==> src/rtl/stage_sequencer.sv <==
// rtl/stage_sequencer.sv - multi-cycle stage sequencing FSM with retire counter and memory timeout
module stage_sequencer #(
    parameter int INSTRET_WIDTH = 32,
    parameter int MEM_TIMEOUT   = 16,
    parameter int TIMER_WIDTH   = 5
) (
    input  logic                     clk,
    input  logic                     reset,
    input  logic                     run,
    input  logic                     IF_kick_up,
    input  logic                     Controller_kick_up,
    input  logic                     Controller_memread,
    input  logic                     Controller_memwrite,
    input  logic                     Controller_regwrite,
    input  logic                     Controller_branch,
    input  logic                     mem_ready,
    output logic                     fetch_req,
    output logic                     EX_kick_up,
    output logic                     mem_req,
    output logic                     WB_kick_up,
    output logic                     pc_update,
    output logic                     pc_sel_branch,
    output logic [INSTRET_WIDTH-1:0] instret,
    output logic                     mem_timeout,
    output logic [2:0]               state
);

    typedef enum logic [2:0] {
        S_IDLE   = 3'd0,
        S_FETCH  = 3'd1,
        S_DECODE = 3'd2,
        S_EXEC   = 3'd3,
        S_MEM    = 3'd4,
        S_WB     = 3'd5,
        S_RETIRE = 3'd6,
        S_ERROR  = 3'd7
    } state_t;

    // Last cycle of MEM that may still be rescued by mem_ready
    localparam logic [TIMER_WIDTH-1:0] TIMER_LIMIT = TIMER_WIDTH'(MEM_TIMEOUT - 1);

    state_t                 state_q;
    state_t                 state_d;
    logic                   memread_q;
    logic                   memwrite_q;
    logic                   regwrite_q;
    logic                   branch_q;
    logic [TIMER_WIDTH-1:0] wait_q;

    assign state = state_q;

    // Next-state selection; inputs only matter in the state that consumes them
    always_comb begin
        state_d = state_q;
        case (state_q)
            S_IDLE:   if (run) state_d = S_FETCH;
            S_FETCH:  if (IF_kick_up) state_d = S_DECODE;
            S_DECODE: if (Controller_kick_up) state_d = S_EXEC;
            S_EXEC: begin
                if (memread_q || memwrite_q) state_d = S_MEM;
                else if (regwrite_q)         state_d = S_WB;
                else                         state_d = S_RETIRE;
            end
            S_MEM: begin
                // A completion on the limit cycle takes priority over the timeout
                if (mem_ready)                  state_d = (memread_q && regwrite_q) ? S_WB : S_RETIRE;
                else if (wait_q == TIMER_LIMIT) state_d = S_ERROR;
            end
            S_WB:     state_d = S_RETIRE;
            S_RETIRE: state_d = run ? S_FETCH : S_IDLE;
            S_ERROR:  state_d = S_ERROR;
            default:  state_d = S_IDLE;
        endcase
    end

    // State, captured decode flags, wait counter, retire count and registered Moore outputs
    always_ff @(posedge clk or posedge reset) begin
        if (reset) begin
            state_q       <= S_IDLE;
            memread_q     <= 1'b0;
            memwrite_q    <= 1'b0;
            regwrite_q    <= 1'b0;
            branch_q      <= 1'b0;
            wait_q        <= '0;
            instret       <= '0;
            fetch_req     <= 1'b0;
            EX_kick_up    <= 1'b0;
            mem_req       <= 1'b0;
            WB_kick_up    <= 1'b0;
            pc_update     <= 1'b0;
            pc_sel_branch <= 1'b0;
            mem_timeout   <= 1'b0;
        end else begin
            state_q <= state_d;
            if (state_q == S_DECODE && Controller_kick_up) begin
                memread_q  <= Controller_memread;
                memwrite_q <= Controller_memwrite;
                regwrite_q <= Controller_regwrite;
                branch_q   <= Controller_branch;
            end
            // Counter only runs while staying in MEM; any entry or exit leaves it at zero
            if (state_q == S_MEM && state_d == S_MEM) wait_q <= wait_q + 1'b1;
            else                                      wait_q <= '0;
            if (state_q == S_RETIRE) instret <= instret + 1'b1;
            // Outputs are decoded from the state being entered so they line up with it
            fetch_req     <= (state_d == S_FETCH);
            EX_kick_up    <= (state_d == S_EXEC);
            mem_req       <= (state_d == S_MEM);
            WB_kick_up    <= (state_d == S_WB);
            pc_update     <= (state_d == S_RETIRE);
            pc_sel_branch <= (state_d == S_RETIRE) && branch_q;
            mem_timeout   <= (state_d == S_ERROR);
        end
    end

endmodule

==> config.mk <==
export PLATFORM = sky130hd
export DESIGN_NAME = stage_sequencer
export DESIGN_NICKNAME = d
export VERILOG_FILES = /design/src/rtl/stage_sequencer.sv
export SDC_FILE = /design/constraint.sdc
export NUM_CORES = 1
export LEC_CHECK = 0
export ABC_AREA = 1
export CAP_MARGIN = 20
export CORE_ASPECT_RATIO = 0.8
export CORE_MARGIN = 2
export CORE_UTILIZATION = 47
export CTS_CLUSTER_DIAMETER = 120
export DETAILED_ROUTE_END_ITERATION = 12
export PLACE_DENSITY = 0.76
export SLEW_MARGIN = 20
export SYNTH_ARGS = -nofsm -noshare
export SYNTH_HDL_FRONTEND = slang
export SYNTH_SLANG_ARGS = --single-unit
==> constraint.sdc <==
create_clock -name clk -period 1.6 [get_ports clk]
set_clock_uncertainty 0.15 [all_clocks]
set_input_delay 0.32 -clock clk [delete_from_list [all_inputs] [get_ports clk]]
set_output_delay 0.32 -clock clk [all_outputs]
set_load 0.05 [all_outputs]
==> qor.txt, run 1 <==
outcome = finished, violations left
violated checks = negative setup slack
DR vias = 2995
Hold Path Class = input port to async pin
DRT iter0 DRCs = 333
DR DRC count = 0
clk buf depth = 2
die area = 0.00666 sq mm
Async SR Flop Fraction = 100%
Main synth FF type = dfrtp_1
Max VDD drop = 1.22 mV
die width = 90.8 um
Netlist cell types = 27
wire per inst = 15.6 um
antenna-violating nets left = 0
post-synthesis xor/xnor area fraction = 6.19%
Compound-Gate Fraction of Synth Area = 2.56%
Hold-fix buffers, CTS = 0
DRT Pass-1 Iters = 5
Starting Density = 48.4%
CTS root buf = clkbuf_8
worst skew pair latency = 0.32 ns
initial antenna violation count = 0
Die Height = 73.4 um
Final Setup Violations = 18
Final nets = 504
first-pass GRT wire length = 12.7 mm
RSZ-0062 raised after global routing = yes
H-tree depth = 2
Slew HR = 80.7%
Critical Path RT = 1.66 ns
synthesized area = 0.00283 sq mm
Core Area = 0.00585 sq mm
Post-Route WL = 8.94 mm
TritonCTS Sinks = 51
PnR worst setup slack = -0.279 ns
Storage cell area = 0.00131 sq mm
largest net degree at the start of global routing = 52
fin area = 0.00481 sq mm
layout cell share with drive strength beyond 1 = 44.9%
area added between synthesis and finish = 69.9%
Slew Limit Fails = 0
PortBufs = 51
FMAX = 532 MHz
DR vias/cell = 5.23
register with the most flip-flops = instret
crit path kind = flop to flop
row count = 25
largest family of logic cells by synthesized area = simple AND/OR/NAND/NOR gates
Slew @ Worst Pin = 0.287 ns
Tcrit/Tclk final = 117%
max FFs per register = 32
Yosys reg bits = 51
GRT overflow = 0
Max FO, Critical Path = 2
final hold viol count = 0
Global Route Usage Sum = 23.7%
fin util = 82.2%
startpoint types = flop
Max Cap Viol = 0
simple-gate share of the synthesized area = 38.5%
PwrDens = 1200 mW/mm^2
number of flops mapped to enable cells by yosys = 0
CTS clk-pin slew, worst paths = 0.10 ns
Multi-input gate area = 0.00168 sq mm
dpl hpwl = 5.76 mm
Yosys Warn Count = 0
CTS tree = done
Post-Synth Adder-Cell Area = 1.33%
CP endpoint kind = flop
post-synthesis mux area share = 0%
CTS buffer count = 5
I/O pin count = 52
leakage = 2.12 nW
fillers = 313
sequential-to-total area share from yosys stat = 45.1%
vias in the first global route = 2680
Syn Area/Cell = 7.53 sq um
Mapped Nets = 389
Min Clock Period, post-route = 1.88 ns
WP data arrival = 1.94 ns
Placed Area = 0.00429 sq mm
GPL Wtd Cong = 0.896
post-synthesis cell count = 376
ant diodes = 0
stage by stage:
step                      setup slack (ns)  setup TNS (ns)  instances  power (mW)  hold slack (ns)
final                               -0.279           -2.98        573        5.76            0.253
after global routing                -0.382           -5.16        573        6.03            0.292
after CTS                           -0.205           -2.06        553        5.37            0.281
after floorplan                     -0.174           -1.59        376        3.22            0.218
after detailed placement            -0.219           -2.07        543        4.46            0.355
after global placement              -0.122          -0.934        543        4.38            0.328
report_power, final:
group | leakage (nW) | internal [mW] | switching (mW) | total [mW]
sequential | 0.643 | 1.51 | 0.272 | 1.79
clock | 0.0505 | 0.394 | 0.451 | 0.846
combinational | 1.42 | 1.38 | 1.75 | 3.12
per-layer routing:
metal	part of all wire, %	track usage, %	vias to the layer above
met4	1.4	4.79	0
met3	6.4	3.90	13
met5	0	0	-
li1	-	-	1399
met1	43	34.1	1457
met2	49	38.4	126
cells in the final DEF (no fill, tap or decap), types with 5 or more instances in the layout:
master           count
nand3_1             15
buf_4               53
nand2_1            108
nor2_2              26
o21ai_0             10
nand3b_1             6
dfrtp_2             30
nor2_4              15
dfrtp_1             21
xnor2_1              9
clkbuf_8             7
buf_6                5
nor2_1              36
buf_12              45
nand2_2             15
inv_1               34
xor2_1              11
clkdlybuf4s50_1      9
nand4_1              6
synthesized netlist by cell type (5+ instances only):
cell type    n  area share [%]
inv_1       36             4.8
o21ai_0     12             2.1
nand4_1      6             1.3
nand2_1    125              17
nor2_1      70             9.3
xor2_1      11             3.4
nor2_2       5             1.1
nand3_1     20             3.5
nand3b_1     6             1.6
dfrtp_1     51              45
xnor2_1      9             2.8
cell type report:
| type | instances | share of cell area [%] |
|---|---|---|
| sequential | 51 | 27.3 |
| timing repair buffer | 112 | 30.1 |
| multi-input combinational | 282 | 34.9 |
| clock inverter | 1 | 0.156 |
| clock buffer | 7 | 2.00 |
| tap | 81 | 2.11 |
| inverter | 39 | 3.49 |
critical path: stages (launching register included):
cell and delay [ns]:
dfrtp_1 0.40, ha_2 0.19, and3_4 0.19, ha_4 0.15
nor2_1 0.08, o21ai_1 0.06, nand2_1 0.09, nand2_1 0.09
nor2_2 0.12, nand2_1 0.10, nand2_2 0.09, nor2_1 0.06
final timing paths:
| kind | from | to | slack [ns] | cells after the start |
|---|---|---|---|---|
| min | reset | instret[10]$_DFFE_PP0N_ | 0.25 | 3 |
| min reg2reg | branch_q$_DFFE_PP0P_ | pc_sel_branch$_DFF_PP0_ | 0.36 | 2 |
| max reg2reg | wait_q[0]$_DFF_PP0_ | WB_kick_up$_DFF_PP0_ | -0.28 | 11 |
| max in group asynchronous | reset | state[2]$_DFF_PP0_ | 0.77 | 3 |
| min in group clk | branch_q$_DFFE_PP0P_ | pc_sel_branch$_DFF_PP0_ | 0.36 | 2 |
| max | wait_q[0]$_DFF_PP0_ | WB_kick_up$_DFF_PP0_ | -0.28 | 11 |
kinds of logic after synthesis:
family	Yosys count
buffers and inverters	43
and+or+nand+nor	245
adders and majority gates	3
DFF	51
xor gates and xnor gates	20
AOI/OAI and AO/OA	14
what timing repair did:
| action | in CTS | in global routing |
|---|---|---|
| setup buffers | 2 | 20 |
| hold endpoints to repair | 0 | 0 |
| gates resized for setup | 8 | 64 |
| pin swaps | 2 | 16 |
| setup endpoints to repair | 17 | 33 |
(Power assumes the default switching activity.)
==> run 2: changes to the inputs <==
CORE_MARGIN = 1.5   (was 2)
PLACE_DENSITY = 0.86   (was 0.76)
==> run 2 against run 1 <==
Clock power shrank 11%. First-iteration DRC count is 48% higher. Non-clock buffer count grew 3. Core utilization increased by 0.32 points. Critical path type unchanged. Worst hold slack got worse by 0.15 ns. Power up 3.2%. Combinational power is 8.0% higher. The flow still finishes with violations (negative setup slack).
==> qor.txt, run 2 (synthesized netlist as in run 1, its figures left out) <==
outcome = finished, violations left (unchanged)
violated checks = negative setup slack (unchanged)
max incr delay on CP = 0.39 ns (was 0.40 ns)
DRT iter0 DRCs = 493 (was 333)
Hold-fix buffers, CTS = 0 (unchanged)
max FFs per register = 32 (unchanged)
leakage = 2.15 nW (was 2.12 nW)
Final Setup Violations = 31 (was 18)
GRT overflow = 0 (unchanged)
CP startpoint = wait_q[0]$_DFF_PP0_ (unchanged)
startpoint types = flop (unchanged)
CTS clk-pin slew, worst paths = 0.11 ns (was 0.10 ns)
final hold viol count = 0 (unchanged)
most frequent cells in the layout = 104 x nand2_1, 58 x buf_4, 44 x buf_12 (was 108 x nand2_1, 53 x buf_4, 45 x buf_12)
Slew @ Worst Pin = 0.439 ns (was 0.287 ns)
RSZ-0062 raised after global routing = yes (unchanged)
Tcrit/Tclk final = 124% (was 117%)
clk buf depth = 2 (unchanged)
Critical Path RT = 1.68 ns (was 1.66 ns)
Global Route Usage Sum = 27.0% (was 23.7%)
CTS buffer count = 5 (unchanged)
Top delay family on crit path = simple AND/OR/NAND/NOR gates (unchanged)
initial antenna violation count = 0 (unchanged)
DR vias = 3427 (was 2995)
crit path max-delay cell type = dfrtp_1 (unchanged)
I/O pin count = 52 (unchanged)
worst path bufs/invs = 0 (unchanged)
wire per inst = 19.9 um (was 15.6 um)
commonest non-fill, non-tap cell in the layout = nand2_1 (unchanged)
row count = 25 (unchanged)
Max FO, Critical Path = 2 (unchanged)
Max VDD drop = 1.23 mV (was 1.22 mV)
Clock power frac = 12.7% (was 14.7%)
first-pass GRT wire length = 13.9 mm (was 12.7 mm)
layout cell share with drive strength beyond 1 = 46.3% (was 44.9%)
register with the most flip-flops = instret (unchanged)
Starting Density = 48.4% (unchanged)
fin util = 82.5% (was 82.2%)
Die Height = 72.4 um (was 73.4 um)
dpl hpwl = 6.18 mm (was 5.76 mm)
Cells after DPL = 540 (was 543)
largest net degree at the start of global routing = 29 (was 52)
Core Area = 0.00585 sq mm (unchanged)
Internal = 3.22 mW (was 3.28 mW)
Worst R2R Path Depth = 11 (unchanged)
DR vias/cell = 5.95 (was 5.23)
PwrDens = 1230 mW/mm^2 (was 1200 mW/mm^2)
Min Clock Period, post-route = 1.98 ns (was 1.88 ns)
GR Layer Usage met2 = 45.9% (was 38.4%)
met3 Use GR = 5.56% (was 3.90%)
Post-Route WL = 11.4 mm (was 8.94 mm)
reg2reg setup slack = -0.38 ns (was -0.28 ns)
vias in the first global route = 2945 (was 2680)
die width = 89.8 um (was 90.8 um)
grt met1 use = 34.1% (about the same)
most numerous cell on the critical path = nand2_2 (was nand2_1)
die area = 0.00650 sq mm (was 0.00666 sq mm)
antenna-violating nets left = 0 (unchanged)
CTS root buf = clkbuf_8 (unchanged)
TritonCTS Sinks = 51 (unchanged)
switching share of total power = 45.7% (was 42.9%)
Combinational Power Share = 56.7% (was 54.3%)
WP data arrival = 2.06 ns (was 1.94 ns)
Slew HR = 70.6% (was 80.7%)
crit path kind = flop to flop (unchanged)
Hold Path Class = input port to async pin (unchanged)
GPL Wtd Cong = 1.02 (was 0.896)
ant diodes = 0 (unchanged)
area added between synthesis and finish = 70.6% (was 69.9%)
FMAX = 505 MHz (was 532 MHz)
GR peak layer = met2 (unchanged)
Slew Limit Fails = 0 (unchanged)
RR Endpoint = WB_kick_up$_DFF_PP0_ (unchanged)
CP endpoint kind = flop (unchanged)
worst-path cell chain = ha_2 > and3_4 > ha_4 > nor2_4 > o21ai_2 > nand2_2 > nand2_2 > nor2_4 > nand2_1 > nand2_2 > nor2_1 (was ha_2 > and3_4 > ha_4 > nor2_1 > o21ai_1 > nand2_1 > nand2_1 > nor2_2 > nand2_1 > nand2_2 > nor2_1)
origin of the critical flop-to-flop path = wait_q[0]$_DFF_PP0_ (unchanged)
Final nets = 507 (was 504)
PortBufs = 51 (unchanged)
Max Cap Viol = 0 (unchanged)
share of power burned in registers = 30.6% (was 31.0%)
sw power = 2.71 mW (was 2.47 mW)
H-tree depth = 2 (unchanged)
final std cells w/o fill = 576 (was 573)
worst skew pair latency = 0.32 ns (about the same)
DRT Pass-1 Iters = 8 (was 5)
DR DRC count = 0 (unchanged)
CTS tree = done (unchanged)
PnR worst setup slack = -0.379 ns (was -0.279 ns)
run 2: changes by cell type in the layout (fill, tap and decap cells not counted), sizes merged:
cell	delta
clkinv	+1
clkinvlp	-1
buf	+3
run 2: worst max path at each step:
stage,to,cells past startpoint
6_report,WB_kick_up$_DFF_PP0_,11
5_1_grt,WB_kick_up$_DFF_PP0_,11
4_1_cts,fetch_req$_DFF_PP0_,11
3_5_place_dp,fetch_req$_DFF_PP0_,11
3_3_place_gp,WB_kick_up$_DFF_PP0_,11
2_1_floorplan,instret[18]$_DFFE_PP0N_,10
run 2: worst reg2reg max path: cells and delay by family, from the launching register on:
| kind | cells | cell delay (ns) |
|---|---|---|
| fa+ha+maj | 2 | 0.36 |
| compound gates | 1 | 0.12 |
| flops | 1 | 0.39 |
| simple gates | 8 | 0.88 |
run 2: area by class of cell:
type                    count  area, sq um
clock buffers               7         76.3
clock inverters             1         5.00
fillers                   283         1020
inverters                  39          168
multi-input cells         282         1710
flip-flops and latches     51         1320
well taps                  81          101
repair buffers            115         1450
run 2: through the flow:
stage	TNS (ns)	hold WS (ns)	setup slack [ns]	instance area (sq um)	total power, mW
finish	-4.79	0.106	-0.379	4830	5.94
global route	-6.62	0.137	-0.444	4830	6.12
global placement	-0.953	0.330	-0.123	4260	4.28
floorplan	-1.59	0.218	-0.174	2960	3.22
CTS	-2.09	0.134	-0.228	4400	5.21
detailed placement	-2.88	0.338	-0.288	4260	4.40
run 2: repair_timing:
action / in CTS / in global routing
pin swaps: 6 / 29
gates resized for setup: 13 / 68
buffers inserted: 2 / 26
endpoints found under the setup margin: 22 / 33
run 2: power groups by stage:
| stage | Combinational (mW) | Clock, mW | Sequential, mW |
|---|---|---|---|
| after CTS | 2.71 | 0.725 | 1.77 |
| after floorplan | 1.07 | 0 | 2.15 |
| after global routing | 3.49 | 0.804 | 1.83 |
| after global placement | 2.50 | 0 | 1.78 |
| after detailed placement | 2.61 | 0 | 1.80 |
| final | 3.37 | 0.757 | 1.82 |
run 2: per-layer routing:
metal  routed length [um]  up-vias
met5                    0        -
met2                 5360      293
met1                 4090     1639
met3                 1290       98
met4                  693        0
li1                     -     1397
